==> config.mk <==
export PLATFORM = sky130hd
export DESIGN_NAME = io_bus_arbiter
export DESIGN_NICKNAME = d
export VERILOG_FILES = /design/src/rtl/io_bus_arbiter.sv
export SDC_FILE = /design/constraint.sdc
export NUM_CORES = 1
export LEC_CHECK = 0
export ABC_AREA = 0
export CAP_MARGIN = 20
export CORE_ASPECT_RATIO = 1.5
export CORE_UTILIZATION = 25
export CTS_CLUSTER_DIAMETER = 80
export DETAILED_ROUTE_END_ITERATION = 6
export GPL_ROUTABILITY_DRIVEN = 1
export SLEW_MARGIN = 20
export SYNTH_ARGS = -nofsm -noshare
export SYNTH_HDL_FRONTEND = slang
export SYNTH_SLANG_ARGS = --single-unit
export TNS_END_PERCENT = 10
==> constraint.sdc <==
create_clock -name clk_clk -period 4.4 [get_ports clk_clk]
set_input_delay 0.88 -clock clk_clk [delete_from_list [all_inputs] [get_ports clk_clk]]
set_output_delay 0.88 -clock clk_clk [all_outputs]
set_load 0.01 [all_outputs]
==> src/rtl/io_bus_arbiter.sv <==
// Round-robin arbiter sharing the 16-bit peripheral IO bus between two masters,
// with a bus timeout that returns ERR_DATA and records the first failing address.
module io_bus_arbiter #(
  parameter int          TIMEOUT  = 255,
  parameter logic [15:0] ERR_DATA = 16'hDEAD
) (
  input  logic        clk_clk,
  input  logic        reset_reset,
  input  logic        m0_bus_enable,
  input  logic        m0_rw,
  input  logic [15:0] m0_address,
  input  logic [1:0]  m0_byte_enable,
  input  logic [15:0] m0_write_data,
  output logic [15:0] m0_read_data,
  output logic        m0_acknowledge,
  input  logic        m1_bus_enable,
  input  logic        m1_rw,
  input  logic [15:0] m1_address,
  input  logic [1:0]  m1_byte_enable,
  input  logic [15:0] m1_write_data,
  output logic [15:0] m1_read_data,
  output logic        m1_acknowledge,
  output logic        s_bus_enable,
  output logic        s_rw,
  output logic [15:0] s_address,
  output logic [1:0]  s_byte_enable,
  output logic [15:0] s_write_data,
  input  logic [15:0] s_read_data,
  input  logic        s_acknowledge,
  output logic        grant,
  output logic        busy,
  output logic        err_flag,
  output logic [15:0] err_addr,
  input  logic        err_clear
);

  typedef enum logic [1:0] {IDLE, GRANT, DONE} state_t;

  state_t      state_q, state_d;
  logic        ptr_q, ptr_d;
  logic        grant_q, grant_d;
  logic [7:0]  cnt_q, cnt_d;
  logic        s_en_q, s_en_d;
  logic        s_rw_q, s_rw_d;
  logic [15:0] s_addr_q, s_addr_d;
  logic [1:0]  s_be_q, s_be_d;
  logic [15:0] s_wd_q, s_wd_d;
  logic [15:0] rd0_q, rd0_d;
  logic [15:0] rd1_q, rd1_d;
  logic        err_q, err_d;
  logic [15:0] eaddr_q, eaddr_d;

  logic winner;
  logic tmo;

  // With both requesting the pointer decides; otherwise the lone requester wins.
  assign winner = (m0_bus_enable & m1_bus_enable) ? ptr_q : m1_bus_enable;
  assign tmo    = (cnt_q == 8'(TIMEOUT - 1));

  always_comb begin
    state_d  = state_q;
    ptr_d    = ptr_q;
    grant_d  = grant_q;
    cnt_d    = cnt_q;
    s_en_d   = s_en_q;
    s_rw_d   = s_rw_q;
    s_addr_d = s_addr_q;
    s_be_d   = s_be_q;
    s_wd_d   = s_wd_q;
    rd0_d    = rd0_q;
    rd1_d    = rd1_q;
    err_d    = err_q;
    eaddr_d  = eaddr_q;
    unique case (state_q)
      IDLE: begin
        if (m0_bus_enable | m1_bus_enable) begin
          grant_d  = winner;
          ptr_d    = ~winner;
          cnt_d    = 8'd0;
          s_en_d   = 1'b1;
          s_rw_d   = winner ? m1_rw          : m0_rw;
          s_addr_d = winner ? m1_address     : m0_address;
          s_be_d   = winner ? m1_byte_enable : m0_byte_enable;
          s_wd_d   = winner ? m1_write_data  : m0_write_data;
          state_d  = GRANT;
        end
      end
      GRANT: begin
        if (s_acknowledge) begin
          s_en_d  = 1'b0;
          state_d = DONE;
          if (s_rw_q) begin
            if (grant_q) rd1_d = s_read_data;
            else         rd0_d = s_read_data;
          end
        end else if (tmo) begin
          s_en_d  = 1'b0;
          state_d = DONE;
          if (s_rw_q) begin
            if (grant_q) rd1_d = ERR_DATA;
            else         rd0_d = ERR_DATA;
          end
          if (!err_q) eaddr_d = s_addr_q;
          err_d = 1'b1;
        end else begin
          cnt_d = cnt_q + 8'd1;
        end
      end
      DONE: state_d = IDLE;
      default: state_d = IDLE;
    endcase
    // A clear wins over an error raised in the same cycle.
    if (err_clear) begin
      err_d   = 1'b0;
      eaddr_d = 16'd0;
    end
  end

  always_ff @(posedge clk_clk or posedge reset_reset) begin
    if (reset_reset) begin
      state_q  <= IDLE;
      ptr_q    <= 1'b0;
      grant_q  <= 1'b0;
      cnt_q    <= 8'd0;
      s_en_q   <= 1'b0;
      s_rw_q   <= 1'b0;
      s_addr_q <= 16'd0;
      s_be_q   <= 2'd0;
      s_wd_q   <= 16'd0;
      rd0_q    <= 16'd0;
      rd1_q    <= 16'd0;
      err_q    <= 1'b0;
      eaddr_q  <= 16'd0;
    end else begin
      state_q  <= state_d;
      ptr_q    <= ptr_d;
      grant_q  <= grant_d;
      cnt_q    <= cnt_d;
      s_en_q   <= s_en_d;
      s_rw_q   <= s_rw_d;
      s_addr_q <= s_addr_d;
      s_be_q   <= s_be_d;
      s_wd_q   <= s_wd_d;
      rd0_q    <= rd0_d;
      rd1_q    <= rd1_d;
      err_q    <= err_d;
      eaddr_q  <= eaddr_d;
    end
  end

  assign m0_read_data   = rd0_q;
  assign m1_read_data   = rd1_q;
  assign m0_acknowledge = (state_q == DONE) & ~grant_q;
  assign m1_acknowledge = (state_q == DONE) &  grant_q;
  assign s_bus_enable   = s_en_q;
  assign s_rw           = s_rw_q;
  assign s_address      = s_addr_q;
  assign s_byte_enable  = s_be_q;
  assign s_write_data   = s_wd_q;
  assign grant          = grant_q;
  assign busy           = (state_q != IDLE);
  assign err_flag       = err_q;
  assign err_addr       = eaddr_q;

endmodule

==> impl_metrics.csv <==
group,metric,value,unit
die,die_area,16400,sq um
global_routing,grt_max_degree,71,
outcome,status,"complete, no violations",
clocking,clock_path_buffers,2,
place,dp_hpwl,8090,microns
sta,post-route-period-util,65.5,%
global_routing,grtUsageTotal,14.0,%
power_and_ir_drop,power_frac_clock,20.8,%
sta,final_hold_viol_count,0,
power_and_ir_drop,powerDensity,637,nW/um^2
logic_synthesis,syn-cell-area,3970,sq um
clocking,clock-sinks,97,
route,drt-pass1-iter-count,7,
sta,max_freq,347,MHz
logic_synthesis,syn_inst,324,
sta,slew_headroom,43.1,%
logic_synthesis,avgSynthCellArea,12.3,sq um
hold_path,hold_path_depth,1,
die,core_area,15600,sq um
setup_path,critPathCaptureType,"flop",
power_and_ir_drop,vdd_drop_max,0.240,mV
logic_synthesis,synthDistinctLibCells,42,
finish,drive_above_1_share,5.17,%
clocking,cts.clk_slew.worst_paths,0.07,ns
die,io_pins,181,
place,routabilityCongestion,0.746,
power_and_ir_drop,p_leak,2.69,nW
finish,area_growth,58.5,%
clocking,numCtsBuffers,9,
setup_path,start_kind,"input port",
finish,antenna-diode-count,0,
logic_synthesis,seq_area_frac_synth,61.1,%
sta,layout_min_cycle_time,2.88,ns
finish,post_layout_nonfiller_instances,706,
sta,finClkSkew,0.00539,ns
setup_path,critPathRequiredTime,4.60,ns
clocking,post_cts_buffers,0,
logic_synthesis,yosysTopAreaCellShare,61.1,%
finish,nets,593,
setup_path,cp.arrival,3.08,ns
sta,setup_violations,0,
route,wl_per_cell,15.8,microns
logic_synthesis,postSynth.asyncResetShare,100,%
power_and_ir_drop,swShare,32.5,%
global_routing,grt_pass1_wl,18200,microns
finish,seq_area,2430,sq um
route,drc,0,
die,start_util,25.5,%
die,die_y,156,microns
setup_path,cp_slowest_cell,"clkdlybuf4s50_1",
setup_path,r2r.worst_path.cells,5,
finish,fin_area,6300,sq um
clocking,clk_latency,0.33,ns
power_and_ir_drop,p_comb_share,42.4,%
logic_synthesis,yosys_warnings,0,
global_routing,grt_pass1_vias,3527,
sta,drv_slew,0,
sta,rsz0062_at_grt,"false",
logic_synthesis,synth-seq-cells,97,
clocking,cts.repair.resized,0,
logic_synthesis,yosysTopAreaCell,"dfrtp_1",
die,row_count,56,
place,port_buffers,180,
flow_run,cap_viol_max_count,0,
hold_path,hp-class,"reg -> reg",
setup_path,path_max_fanout,10,
clocking,cts_tree,"built",
place,dpl_cell_area,5980,sq um
clocking,hold_buffers,0,
finish,multi_input_area,1290,sq um
power_and_ir_drop,p_sw,1.31,mW
clocking,cts_root_buffer,"clkbuf_16",
finish,postLayoutCoreUtil,40.5,%
setup_path,max_stage_delay,0.56,ns
route,drt_iter0_markers,223,
die,die_w,105,microns
sta,tns,0,ns
clocking,h-tree-depth,3,
finish,nFillCells,1537,
setup_path,critical_path_class,"in -> reg",
power_and_ir_drop,seqPwrFrac,36.7,%
logic_synthesis,synth_area_leaders,"dfrtp_1, a222oi_1, o22a_1",
logic_synthesis,syn-num-nets,418,
global_routing,antenna_found_initial,0,
route,viasPerCell,4.86,
setup_path,path_cells,"clkdlybuf4s50_1, or3b_4, nor4_4, buf_4, mux2i_1, nor2_1",
place,post-place-cells,691,
global_routing,overflow,0,
logic_synthesis,synth_edf_count,0,
logic_synthesis,synth_ff_type,"dfrtp_1",
power_and_ir_drop,finalPower,4.01,mW
power_and_ir_drop,internal_power,2.71,mW
route,vias,3433,
route,ant_nets,0,
route,drt-total-wl,11200,microns
sta,tightest_slew,0.853,ns
-- cell type report --
class                      count  share of cell area [%]
multi-input combinational    163                    20.6
timing repair buffer         185                    29.2
tap                          203                    4.03
clock inverter                 6                    1.47
inverter                      43                    2.60
clock buffer                   9                    3.58
sequential                    97                    38.5
-- synthesized netlist by cell type, drive strengths merged (2+ instances only) --
library cell and count:
dfrtp 97, inv 43, a222oi 35, nor2 23
o22a 22, mux2i 17, clkbuf 15, a22o 10
nand3 7, buf 6, o21ai 6, nand2 4
a21oi 3, a31oi 3, and3 3, nor3b 3
a21o 2, ha 2, nand2b 2, nand4 2
o21a 2
-- critical path: cells and delay by family --
| family | cells | cell delay (ns) |
|---|---|---|
| and+or+nand+nor | 3 | 1.10 |
| buffers and inverters | 2 | 0.88 |
| muxes | 1 | 0.21 |
-- placed cells by master (no fill, tap or decap), types with 2 or more instances in the layout --
cell | Yosys | final
inv_1 | 43 | 42
ha_1 | 2 | 2
o22a_1 | 22 | 22
bufinv_16 | 0 | 2
a21o_1 | 2 | 2
a22o_1 | 10 | 10
a222oi_1 | 35 | 35
o21a_1 | 2 | 2
clkinvlp_4 | 0 | 2
dfrtp_1 | 97 | 97
clkbuf_16 | 0 | 9
clkdlybuf4s50_1 | 0 | 180
and3_1 | 3 | 3
nor2_1 | 23 | 23
nand2b_1 | 2 | 2
mux2i_1 | 17 | 17
buf_4 | 1 | 5
nand3_1 | 7 | 7
nand4_1 | 2 | 2
o21ai_0 | 5 | 5
nand2_1 | 4 | 4
a31oi_1 | 3 | 3
nor3b_1 | 3 | 3
a21oi_1 | 3 | 3
-- metal layers --
metal	global-route usage, %	wire (microns)
met4	6.44	233
met3	3.71	812
met2	23.7	5570
met5	0	0
met1	16.7	4540
-- logic make-up after synthesis --
kind of cell	after synthesis	synth area share (%)
AOI/OAI and AO/OA	91	20.1
xor gates and xnor gates	1	0.221
adders and majority gates	2	0.630
buffers and inverters	64	6.58
DFF	97	61.1
muxes	18	4.57
and+or+nand+nor	51	6.83
-- power by group through the flow --
| stage | Combinational (mW) | Clock (mW) | Sequential (mW) |
|---|---|---|---|
| 2_1_floorplan | 0.691 | 0 | 1.59 |
| 3_3_place_gp | 1.69 | 0 | 1.48 |
| 3_5_place_dp | 1.72 | 0 | 1.49 |
| 4_1_cts | 1.72 | 0.869 | 1.48 |
| 5_1_grt | 1.85 | 0.901 | 1.53 |
| 6_report | 1.70 | 0.835 | 1.47 |
-- worst paths after layout --
path / startpoint / to / slack, ns
max: s_acknowledge / err_addr[3] / 1.52
min: cnt_q[7] / cnt_q[7] / 0.49
max reg2reg: cnt_q[4] / err_addr[3] / 2.17
min reg2reg: cnt_q[7] / cnt_q[7] / 0.49
max in group asynchronous: reset_reset / m1_read_data[13] / 2.42
min in group asynchronous: reset_reset / s_address[12] / 1.06
-- state kept, by name, summed over array words and instances (netlist names) --
name	count
s_byte_enable	2
err_addr	16
state_q	2
ptr_q	1
m1_read_data	16
grant	1
s_address	16
err_flag	1
s_bus_enable	1
cnt_q	8
s_write_data	16
m0_read_data	16
s_rw	1
-- metrics by stage --
stage	hold WS [ns]	setup slack, ns
2_1_floorplan	0.447	0.986
3_3_place_gp	0.469	1.18
3_5_place_dp	0.475	1.10
4_1_cts	0.484	1.51
5_1_grt	0.520	1.36
6_report	0.490	1.52
(Power assumes the default switching activity.)
